File: config.mk
export PLATFORM = sky130hd
export DESIGN_NAME = occamy_ecc_scrubber
export DESIGN_NICKNAME = d
export VERILOG_FILES = /design/src/rtl/occamy_ecc_scrubber_pkg.sv /design/src/rtl/occamy_ecc_scrubber.sv
export SDC_FILE = /design/constraint.sdc
export NUM_CORES = 1
export LEC_CHECK = 0
export ABC_AREA = 1
export CORE_MARGIN = 2
export CORE_UTILIZATION = 50
export CTS_CLUSTER_SIZE = 16
export DETAILED_ROUTE_END_ITERATION = 7
export GPL_ROUTABILITY_DRIVEN = 0
export PLACE_DENSITY = 0.82
export SYNTH_ARGS = -nofsm -noshare
export SYNTH_HDL_FRONTEND = slang
export SYNTH_SLANG_ARGS = --single-unit
export TNS_END_PERCENT = 50
File: constraint.sdc
create_clock -name clk_i -period 2.27 [get_ports clk_i]
set_input_delay 0.227 -clock clk_i [delete_from_list [all_inputs] [get_ports clk_i]]
set_output_delay 0.227 -clock clk_i [all_outputs]
set_load 0.02 [all_outputs]
File: src/rtl/occamy_ecc_scrubber_pkg.sv
// Shared types for the ECC scrubber: FSM encoding and the ecc_err_i bit layout.
package occamy_ecc_scrubber_pkg;

  typedef enum logic [1:0] {
    IDLE  = 2'd0,
    READ  = 2'd1,
    WAIT  = 2'd2,
    WRITE = 2'd3
  } state_e;

  localparam int unsigned ErrCorr   = 0;
  localparam int unsigned ErrUncorr = 1;

  localparam logic [15:0] CntMax = 16'hFFFF;

endpackage

File: src/rtl/occamy_ecc_scrubber.sv
// Background SRAM scrubber: periodically reads each word, writes back corrected data, counts errors.
// One read per interval; requests hold stable until gnt_i, and events pulse the cycle after rvalid_i.
module occamy_ecc_scrubber
  import occamy_ecc_scrubber_pkg::*;
#(
  parameter int unsigned NumWords  = 1024,
  parameter int unsigned AddrWidth = $clog2(NumWords),
  parameter int unsigned DataWidth = 64
) (
  input  logic                 clk_i,
  input  logic                 rst_ni,
  input  logic                 enable_i,
  input  logic [31:0]          interval_i,
  input  logic                 clear_i,
  output logic                 req_o,
  output logic                 we_o,
  output logic [AddrWidth-1:0] addr_o,
  output logic [DataWidth-1:0] wdata_o,
  input  logic                 gnt_i,
  input  logic                 rvalid_i,
  input  logic [DataWidth-1:0] rdata_i,
  input  logic [1:0]           ecc_err_i,
  output logic [1:0]           event_ecc_rerror_o,
  output logic [15:0]          corr_cnt_o,
  output logic [15:0]          uncorr_cnt_o,
  output logic [AddrWidth-1:0] last_err_addr_o,
  output logic                 busy_o
);

  localparam logic [AddrWidth-1:0] LastAddr = AddrWidth'(NumWords - 1);

  state_e                 state_q, state_d;
  logic [31:0]            timer_q, timer_d;
  logic [AddrWidth-1:0]   addr_q, addr_d;
  logic [AddrWidth-1:0]   last_q, last_d;
  logic [DataWidth-1:0]   wdata_q, wdata_d;
  logic [15:0]            corr_cnt_q, corr_cnt_d;
  logic [15:0]            uncorr_cnt_q, uncorr_cnt_d;
  logic [1:0]             event_q, event_d;
  logic                   resp_vld;
  logic                   resp_uncorr;
  logic                   resp_corr;
  logic [AddrWidth-1:0]   addr_next;

  // Uncorrectable dominates: 2'b11 never triggers a writeback.
  assign resp_vld    = (state_q == WAIT) && rvalid_i;
  assign resp_uncorr = resp_vld && ecc_err_i[ErrUncorr];
  assign resp_corr   = resp_vld && ecc_err_i[ErrCorr] && !ecc_err_i[ErrUncorr];
  assign addr_next   = (addr_q == LastAddr) ? '0 : addr_q + 1'b1;

  always_ff @(posedge clk_i or negedge rst_ni) begin
    if (!rst_ni) begin
      state_q      <= IDLE;
      timer_q      <= '0;
      addr_q       <= '0;
      last_q       <= '0;
      wdata_q      <= '0;
      corr_cnt_q   <= '0;
      uncorr_cnt_q <= '0;
      event_q      <= '0;
    end else begin
      state_q      <= state_d;
      timer_q      <= timer_d;
      addr_q       <= addr_d;
      last_q       <= last_d;
      wdata_q      <= wdata_d;
      corr_cnt_q   <= corr_cnt_d;
      uncorr_cnt_q <= uncorr_cnt_d;
      event_q      <= event_d;
    end
  end

  always_comb begin
    state_d = state_q;
    timer_d = timer_q;
    addr_d  = addr_q;
    wdata_d = wdata_q;
    case (state_q)
      IDLE: begin
        if (!enable_i) begin
          timer_d = '0;
        end else if (timer_q >= interval_i) begin
          timer_d = '0;
          state_d = READ;
        end else begin
          timer_d = timer_q + 32'd1;
        end
      end
      READ: begin
        if (gnt_i) state_d = WAIT;
      end
      WAIT: begin
        if (resp_corr) begin
          wdata_d = rdata_i;
          state_d = WRITE;
        end else if (resp_vld) begin
          addr_d  = addr_next;
          state_d = IDLE;
        end
      end
      WRITE: begin
        if (gnt_i) begin
          addr_d  = addr_next;
          state_d = IDLE;
        end
      end
      default: state_d = IDLE;
    endcase
  end

  // Error bookkeeping; clear_i takes priority over a same-cycle increment.
  always_comb begin
    event_d      = '0;
    last_d       = last_q;
    corr_cnt_d   = corr_cnt_q;
    uncorr_cnt_d = uncorr_cnt_q;
    event_d[ErrCorr]   = resp_corr;
    event_d[ErrUncorr] = resp_uncorr;
    if (resp_corr || resp_uncorr) last_d = addr_q;
    if (clear_i) begin
      corr_cnt_d   = '0;
      uncorr_cnt_d = '0;
    end else begin
      if (resp_corr && corr_cnt_q != CntMax) corr_cnt_d = corr_cnt_q + 16'd1;
      if (resp_uncorr && uncorr_cnt_q != CntMax) uncorr_cnt_d = uncorr_cnt_q + 16'd1;
    end
  end

  assign req_o              = (state_q == READ) || (state_q == WRITE);
  assign we_o               = (state_q == WRITE);
  assign addr_o             = addr_q;
  assign wdata_o            = wdata_q;
  assign busy_o             = (state_q != IDLE);
  assign event_ecc_rerror_o = event_q;
  assign corr_cnt_o         = corr_cnt_q;
  assign uncorr_cnt_o       = uncorr_cnt_q;
  assign last_err_addr_o    = last_q;

endmodule

==> results of run 1 <==
routing by layer:
layer	global-route usage	vias to the layer above	share of wire
met5	0	-	0
met4	0.0914	0	0.020
met3	0.0732	41	0.072
met2	0.446	273	0.49
met1	0.325	3837	0.42
li1	-	4086	-
placed cells by master, fill, tap and decap left out, types with 2 or more instances in the layout:
cell type and n:
sky130_fd_sc_hd__nand2_1 470, sky130_fd_sc_hd__clkdlybuf4s50_1 223, sky130_fd_sc_hd__dfrtp_1 152, sky130_fd_sc_hd__inv_1 127
sky130_fd_sc_hd__nor2_1 105, sky130_fd_sc_hd__nand3_1 50, sky130_fd_sc_hd__nand4_1 40, sky130_fd_sc_hd__ha_1 36
sky130_fd_sc_hd__a21oi_1 27, sky130_fd_sc_hd__xor2_1 23, sky130_fd_sc_hd__clkbuf_16 17, sky130_fd_sc_hd__buf_4 16
sky130_fd_sc_hd__nor3_1 15, sky130_fd_sc_hd__o21ai_0 10, sky130_fd_sc_hd__o21ai_1 8, sky130_fd_sc_hd__nand2_2 7
sky130_fd_sc_hd__o21ai_2 7, sky130_fd_sc_hd__xnor2_1 7, sky130_fd_sc_hd__nor2_2 5, sky130_fd_sc_hd__mux2_2 5
sky130_fd_sc_hd__clkinvlp_4 5, sky130_fd_sc_hd__inv_2 4, sky130_fd_sc_hd__nor2_4 4, sky130_fd_sc_hd__nor3_2 4
sky130_fd_sc_hd__buf_12 4, sky130_fd_sc_hd__nand3_2 3, sky130_fd_sc_hd__inv_6 3, sky130_fd_sc_hd__and3_1 2
sky130_fd_sc_hd__a21oi_2 2, sky130_fd_sc_hd__nand2_4 2, sky130_fd_sc_hd__a21o_1 2, sky130_fd_sc_hd__nand3b_1 2
sky130_fd_sc_hd__bufinv_16 2, sky130_fd_sc_hd__clkbuf_8 2
power by group through the flow:
stage	Clock [mW]	Combinational, mW	Sequential (mW)
3_5_place_dp	0	4.20	3.93
3_3_place_gp	0	4.11	3.93
2_1_floorplan	0	1.30	4.69
5_1_grt	3.03	4.50	4.01
4_1_cts	2.92	4.21	3.92
6_report	2.87	4.17	3.91
worst register-to-register path, stage by stage (launching register included):
cell	delay, ns
sky130_fd_sc_hd__dfrtp_1	0.44
sky130_fd_sc_hd__ha_1	0.26
sky130_fd_sc_hd__nand2_1	0.10
sky130_fd_sc_hd__nor2_2	0.08
sky130_fd_sc_hd__nand3_2	0.11
sky130_fd_sc_hd__nor2_4	0.05
sky130_fd_sc_hd__a21oi_2	0.50
sky130_fd_sc_hd__nand4_1	0.25
sky130_fd_sc_hd__o21ai_2	0.11
cell families after synthesis:
group	synth area share
compound gates	0.0389
xor+xnor	0.0306
fa+ha+maj	0.0525
buf+inv	0.0780
flops	0.443
mux	0.00656
simple gates	0.350
area by class of cell:
type / instances / share of cell area
clock buffers: 20 / 0.0389
repair buffers: 245 / 0.209
clock inverters: 12 / 0.0119
multi-input cells: 842 / 0.350
inverters: 131 / 0.0419
flip-flops and latches: 152 / 0.324
well taps: 220 / 0.0235
sequential cells by signal, summed over array words and instances, names as in the netlist:
name,cells
addr_o,10
corr_cnt_o,16
event_ecc_rerror_o,2
last_err_addr_o,10
state_q,2
timer_q,32
uncorr_cnt_o,16
wdata_o,64
repair_timing:
| action | CTS | global route |
|---|---|---|
| gates resized for setup | 0 | 0 |
| hold buffers | 1 | 0 |
| endpoints found under the hold margin | 29 | 0 |
how the worst max path moves through the flow:
stage / slack [ns] / cells past startpoint / start / endpoint
3_3_place_gp: 0.08 / 13 / interval_i[15] / timer_q[4]
2_1_floorplan: 0.48 / 11 / uncorr_cnt_o[0] / uncorr_cnt_o[9]
4_1_cts: 0.13 / 4 / state_q[1] / busy_o
5_1_grt: 0.09 / 4 / state_q[1] / busy_o
6_report: 0.15 / 4 / state_q[1] / busy_o
3_5_place_dp: 0.05 / 13 / interval_i[15] / timer_q[7]
stage by stage:
stage | util | setup slack, ns | area (um^2) | instances | hold WS, ns
after floorplan | - | 0.481 | 8580 | 1161 | -0.0686
after global placement | 0.666 | 0.0760 | 11100 | 1589 | 0.141
after detailed placement | 0.666 | 0.0522 | 11100 | 1589 | 0.142
after CTS | 0.702 | 0.131 | 11700 | 1622 | 0.255
after global routing | 0.702 | 0.0901 | 11700 | 1622 | 0.273
final | 0.702 | 0.152 | 11700 | 1622 | 0.257
==> results by group, run 1 <==
Power and ir drop
  – Switching power: 3.95 mW
  – Combinational power share: 0.380
  – Maximum vdd ir drop: 0.637 mV
  – Internal power component: 7.00 mW
  – Power Total: 11.0 mW
  – Power share of the clock group: 0.262
  – Power share of the sequential group: 0.357
  – Leak pwr: 5.82 nW
  – Power Density: 934 nW/um^2
  – Net switching fraction of the power: 0.360

Route
  – Number of nets with antenna violations after detailed routing: 0
  – First-pass iteration count of the detailed router: 5
  – Total number of vias: 8237
  – Average wire per standard cell: 14.4 um
  – First-iteration detailed-routing DRC count: 496
  – DRC violations left: 0
  – Vias per cell: 5.08
  – Total wire length: 23300 um

Logic synthesis
  – Async SR Flop Fraction: 1.00
  – Post-synthesis cell area: 8580 um^2
  – Register bit total from synthesis: 152
  – Number of warnings printed during yosys synthesis: 0
  – Number of synthesized flops with an enable pin: 0
  – Mean instance size in the synthesized netlist: 7.39 um^2
  – Area fraction of the dominant cell type after synthesis: 0.443
  – Fraction of the yosys area taken by sequential cells: 0.443
  – Most frequent cells after synthesis: 470 x sky130_fd_sc_hd__nand2_1, 152 x sky130_fd_sc_hd__dfrtp_1, 127 x sky130_fd_sc_hd__inv_1
  – Distinct cell type count after synthesis: 37
  – Instance count of the mapped netlist: 1161
  – Nets in the synthesized netlist: 1301
  – Leading register cell type out of synthesis: sky130_fd_sc_hd__dfrtp_1
  – Most frequent cell after synthesis: sky130_fd_sc_hd__nand2_1
  – Largest area contributor in the netlist: sky130_fd_sc_hd__dfrtp_1
  – Top cells by area in the synthesized netlist: sky130_fd_sc_hd__dfrtp_1 44%, sky130_fd_sc_hd__nand2_1 21%, sky130_fd_sc_hd__inv_1 5.6%, sky130_fd_sc_hd__ha_1 5.2%, sky130_fd_sc_hd__nor2_1 4.6%

STA
  – Number of max-slew violations in the final report: 0
  – Worst rel slew slack: 0.599
  – Worst clock skew on the final layout: 0.00864 ns
  – Worst slew pin tran: 0.602 ns
  – Final setup violating endpoints: 0
  – Final number of hold-violating endpoints: 0
  – Setup total negative slack: 0 ns
  – Setup repair after global routing missed its margin: false
  – Period utilization: 0.933
  – Final critical path time including I/O delays and setup: 2.12 ns
  – Highest Clock Rate: 472 MHz

Floorplan
  – X dimension of the die: 135 um
  – Number of rows in the core area: 47
  – Die H: 135 um
  – Core Area: 16700 um^2
  – Area of the die: 18200 um^2
  – Initial Utilization: 0.514
  – Count of pins on the block boundary: 225

Clock tree
  – Num CTS Buffers: 17
  – Clock insertion delay at the later pin of the skew report: 0.43 ns
  – CTS tree: yes
  – H-tree level count: 4
  – Clock Sinks: 152
  – Buffer depth of the longest clock path: 2
  – Clk pin slew, worst setup/hold paths: 0.06 ns
  – Post-CTS Repair Setup Buffers: 0
  – Buffer cell driving the clock tree root: sky130_fd_sc_hd__clkbuf_16

Cells and area
  – Area of the multi-input gates: 4110 um^2
  – Fill cell instance count of the final layout: 1388
  – Number of nets in the layout: 1529
  – Ratio of cells with drive above 1 in the final layout: 0.0692
  – Signed area change from the synthesized netlist to the final layout: 36.7%
  – Ant. Diodes: 0
  – Seq. cell area: 3800 um^2

Setup path
  – Worst reg2reg path startpoint: uncorr_cnt_o[0]
  – Type of element capturing the critical path: output port
  – Worst R2R End: uncorr_cnt_o[3]
  – Biggest fanout along the worst timing path: 8
  – Critical path data arrival time: 1.89 ns
  – Worst Reg-to-Reg Cells: 8
  – Largest stage delay on the critical path: 0.62 ns
  – Critical path data required time: 2.04 ns
  – Chain of cells forming the critical path: nor2_4 > inv_2 > buf_4 > clkdlybuf4s50_1
  – Critical path buffer and inverter count: 3
  – Delay-heaviest family, CP: buffers and inverters
  – Worst-case register-to-register setup slack: 0.29 ns
  – Startpoint type of the worst setup path: flop
  – Worst-path cell with the longest stage delay: sky130_fd_sc_hd__clkdlybuf4s50_1
  – WS Path Type: reg -> out

Global routing
  – Global-route wire length before repair: 38600 um
  – Total Routing Usage GR: 0.263
  – Vias in the first global route: 8146
  – Number of antenna violations at the first check in global routing: 0
  – Largest net degree at the start of global routing: 66
  – Overall overflow remaining after global route: 0

Place
  – Count of buffers from port buffering: 224
  – Half-perimeter wire length after detailed placement: 17200 um

Worst hold path
  – Worst Hold Class: in -> async

Run
  – Reported max-cap violation count: 0

Outcome
  – Run status: finished clean
Power figures use the tool's default switching activity.
==> run 2: changes to the inputs <==
--- a/config.mk
+++ b/config.mk
@@ -12,6 +12,7 @@
 export DETAILED_ROUTE_END_ITERATION = 7
 export GPL_ROUTABILITY_DRIVEN = 0
 export PLACE_DENSITY = 0.82
+export RECOVER_POWER = 100
 export SYNTH_ARGS = -nofsm -noshare
 export SYNTH_HDL_FRONTEND = slang
 export SYNTH_SLANG_ARGS = --single-unit
==> results by group, run 2 (synthesis gave the netlist of run 1 again) <==
Cells and area
  – Number of flip-flops under the largest register name: 64 (unchanged)
  – Number of nets in the layout: 1529 (unchanged)
  – Ant. Diodes: 0 (unchanged)
  – Signed area change from the synthesized netlist to the final layout: 35.8%
  – Ratio of cells with drive above 1 in the final layout: 0.0592 (-0.00999)
  – Commonest non-fill, non-tap cells in the layout: 471 x sky130_fd_sc_hd__nand2_1, 152 x sky130_fd_sc_hd__dfrtp_1, 128 x sky130_fd_sc_hd__inv_1
  – Fill cell instance count of the final layout: 1407 (+1.4%)
  – Most common library cell in the layout ignoring fill and taps: sky130_fd_sc_hd__nand2_1

Clock tree
  – Clock Sinks: 152 (unchanged)
  – CTS tree: yes
  – Buffer cell driving the clock tree root: sky130_fd_sc_hd__clkbuf_16
  – Clk pin slew, worst setup/hold paths: 0.07 ns (about the same)
  – Num CTS Buffers: 17 (unchanged)
  – H-tree level count: 4 (unchanged)
  – Clock insertion delay at the later pin of the skew report: 0.42 ns (about the same)
  – Post-CTS Repair Setup Buffers: 0 (unchanged)
  – Buffer depth of the longest clock path: 2 (unchanged)

Setup path
  – Worst-case register-to-register setup slack: 0.23 ns (-0.06 ns)
  – Critical path data required time: 2.04 ns (about the same)
  – Critical path data arrival time: 1.89 ns (about the same)
  – Startpoint type of the worst setup path: flop
  – WS Path Type: reg -> out
  – Worst reg2reg path startpoint: uncorr_cnt_o[0]
  – Biggest fanout along the worst timing path: 8 (unchanged)
  – Worst R2R End: uncorr_cnt_o[3]
  – Critical path launch point: state_q[1]
  – Worst Reg-to-Reg Cells: 8 (unchanged)
  – Worst setup path end: busy_o
  – Type of element capturing the critical path: output port

Floorplan
  – X dimension of the die: 135 um (unchanged)
  – Die H: 135 um (unchanged)
  – Count of pins on the block boundary: 225 (unchanged)
  – Core Area: 16700 um^2 (unchanged)
  – Area of the die: 18200 um^2 (unchanged)
  – Number of rows in the core area: 47 (unchanged)
  – Initial Utilization: 0.514 (unchanged)

STA
  – Period utilization: 0.933 (about the same)
  – Fin Hold WS: 0.328 ns (+0.0708 ns)
  – Worst slew pin tran: 1.53 ns (+0.929 ns)
  – Setup repair after global routing missed its margin: false
  – Final number of hold-violating endpoints: 0 (unchanged)
  – Setup total negative slack: 0 ns (unchanged)
  – Number of max-slew violations in the final report: 34 (+34)
  – Final critical path time including I/O delays and setup: 2.12 ns (+0.000690 ns)
  – Final setup violating endpoints: 0 (unchanged)
  – Worst clock skew on the final layout: 0.00718 ns (-0.00146 ns)
  – Worst rel slew slack: -0.0202 (-0.619)
  – Highest Clock Rate: 472 MHz (about the same)
  – Worst Slack Setup Final: 0.151 ns (-0.000690 ns)

Route
  – First-pass iteration count of the detailed router: 5 (unchanged)
  – Vias per cell: 5.08 (about the same)
  – Average wire per standard cell: 14.3 um (-0.38%)
  – DRC violations left: 0 (unchanged)
  – First-iteration detailed-routing DRC count: 523 (+5.4%)
  – Total wire length: 23300 um (-0.38%)
  – Total number of vias: 8245 (+0.097%)
  – Number of nets with antenna violations after detailed routing: 0 (unchanged)

Worst hold path
  – Worst Hold Class: in -> reg

Global routing
  – Largest net degree at the start of global routing: 66 (unchanged)
  – Number of antenna violations at the first check in global routing: 0 (unchanged)
  – Vias in the first global route: 8146 (unchanged)
  – Total Routing Usage GR: 0.263 (unchanged)
  – Global-route wire length before repair: 38600 um (unchanged)
  – Overall overflow remaining after global route: 0 (unchanged)

Place
  – Dpl ws: 0.0522 ns (unchanged)
  – Count of buffers from port buffering: 224 (unchanged)
  – Half-perimeter wire length after detailed placement: 17200 um (unchanged)

Power and ir drop
  – Power Total: 10.6 mW (-2.8%)
  – Power Density: 913 nW/um^2 (-2.2%)
  – Maximum vdd ir drop: 0.602 mV (-5.4%)
  – Leak pwr: 6.05 nW (+4.0%)

Run
  – Reported max-cap violation count: 1 (+1)

Outcome
  – Violations in the final reports: max-capacitance violations, max-slew violations
  – Run status: finished, violations left
## run 2: changes by cell type in the layout (fill, tap and decap cells not counted), sizes merged
cell	before	now
buf	21	17
clkdlybuf4s50	223	103
dlygate4sd3	1	121
clkdlybuf4s15	0	1
clkbuf	20	23
## run 2: critical path, stage by stage (launching register included)
cell and delay, ns:
sky130_fd_sc_hd__dfrtp_1 0.54, sky130_fd_sc_hd__nor2_4 0.07, sky130_fd_sc_hd__inv_2 0.08, sky130_fd_sc_hd__buf_4 0.16, sky130_fd_sc_hd__clkdlybuf4s50_1 0.62
## run 2: final cells by class
type	count	area (um^2)	share of cell area
clock buffers	20	457	0.0392
clock inverters	12	140	0.0120
inverters	131	492	0.0422
multi-input cells	842	4060	0.349
flip-flops and latches	152	3800	0.326
well taps	220	275	0.0236
repair buffers	245	2420	0.208
## run 2: how the worst min path moves through the flow
stage / start / end / slack (ns) / cells after the start
final: rdata_i[27] / wdata_o[27] / 0.33 / 3
after CTS: rst_ni / addr_o[3] / 0.25 / 2
after floorplan: rst_ni / addr_o[0] / -0.07 / 0
after global routing: rdata_i[24] / wdata_o[24] / 0.33 / 3
after detailed placement: rst_ni / addr_o[3] / 0.14 / 1
after global placement: rst_ni / last_err_addr_o[4] / 0.14 / 1
## run 2: where the power goes
part	leakage, nW	switching, mW	internal (mW)
Combinational	3.77	2.26	1.63
Sequential	2.00	0.467	3.41
Clock	0.278	1.19	1.69
## run 2: what timing repair did
action / CTS / global route
hold endpoints to repair: 29 / 0
hold buffers: 1 / 0
resized for setup: 0 / 0
## run 2: layer usage
metal	track usage	share of wire
met1	0.325	0.42
met2	0.446	0.49
met3	0.0732	0.070
met4	0.0914	0.020
met5	0	0
## run 2: through the flow
step	util	instances	cell area [um^2]
after global placement	0.666	1589	11100
after CTS	0.702	1622	11700
final	0.698	1622	11700
after global routing	0.698	1622	11700
after floorplan	-	1161	8580
after detailed placement	0.666	1589	11100
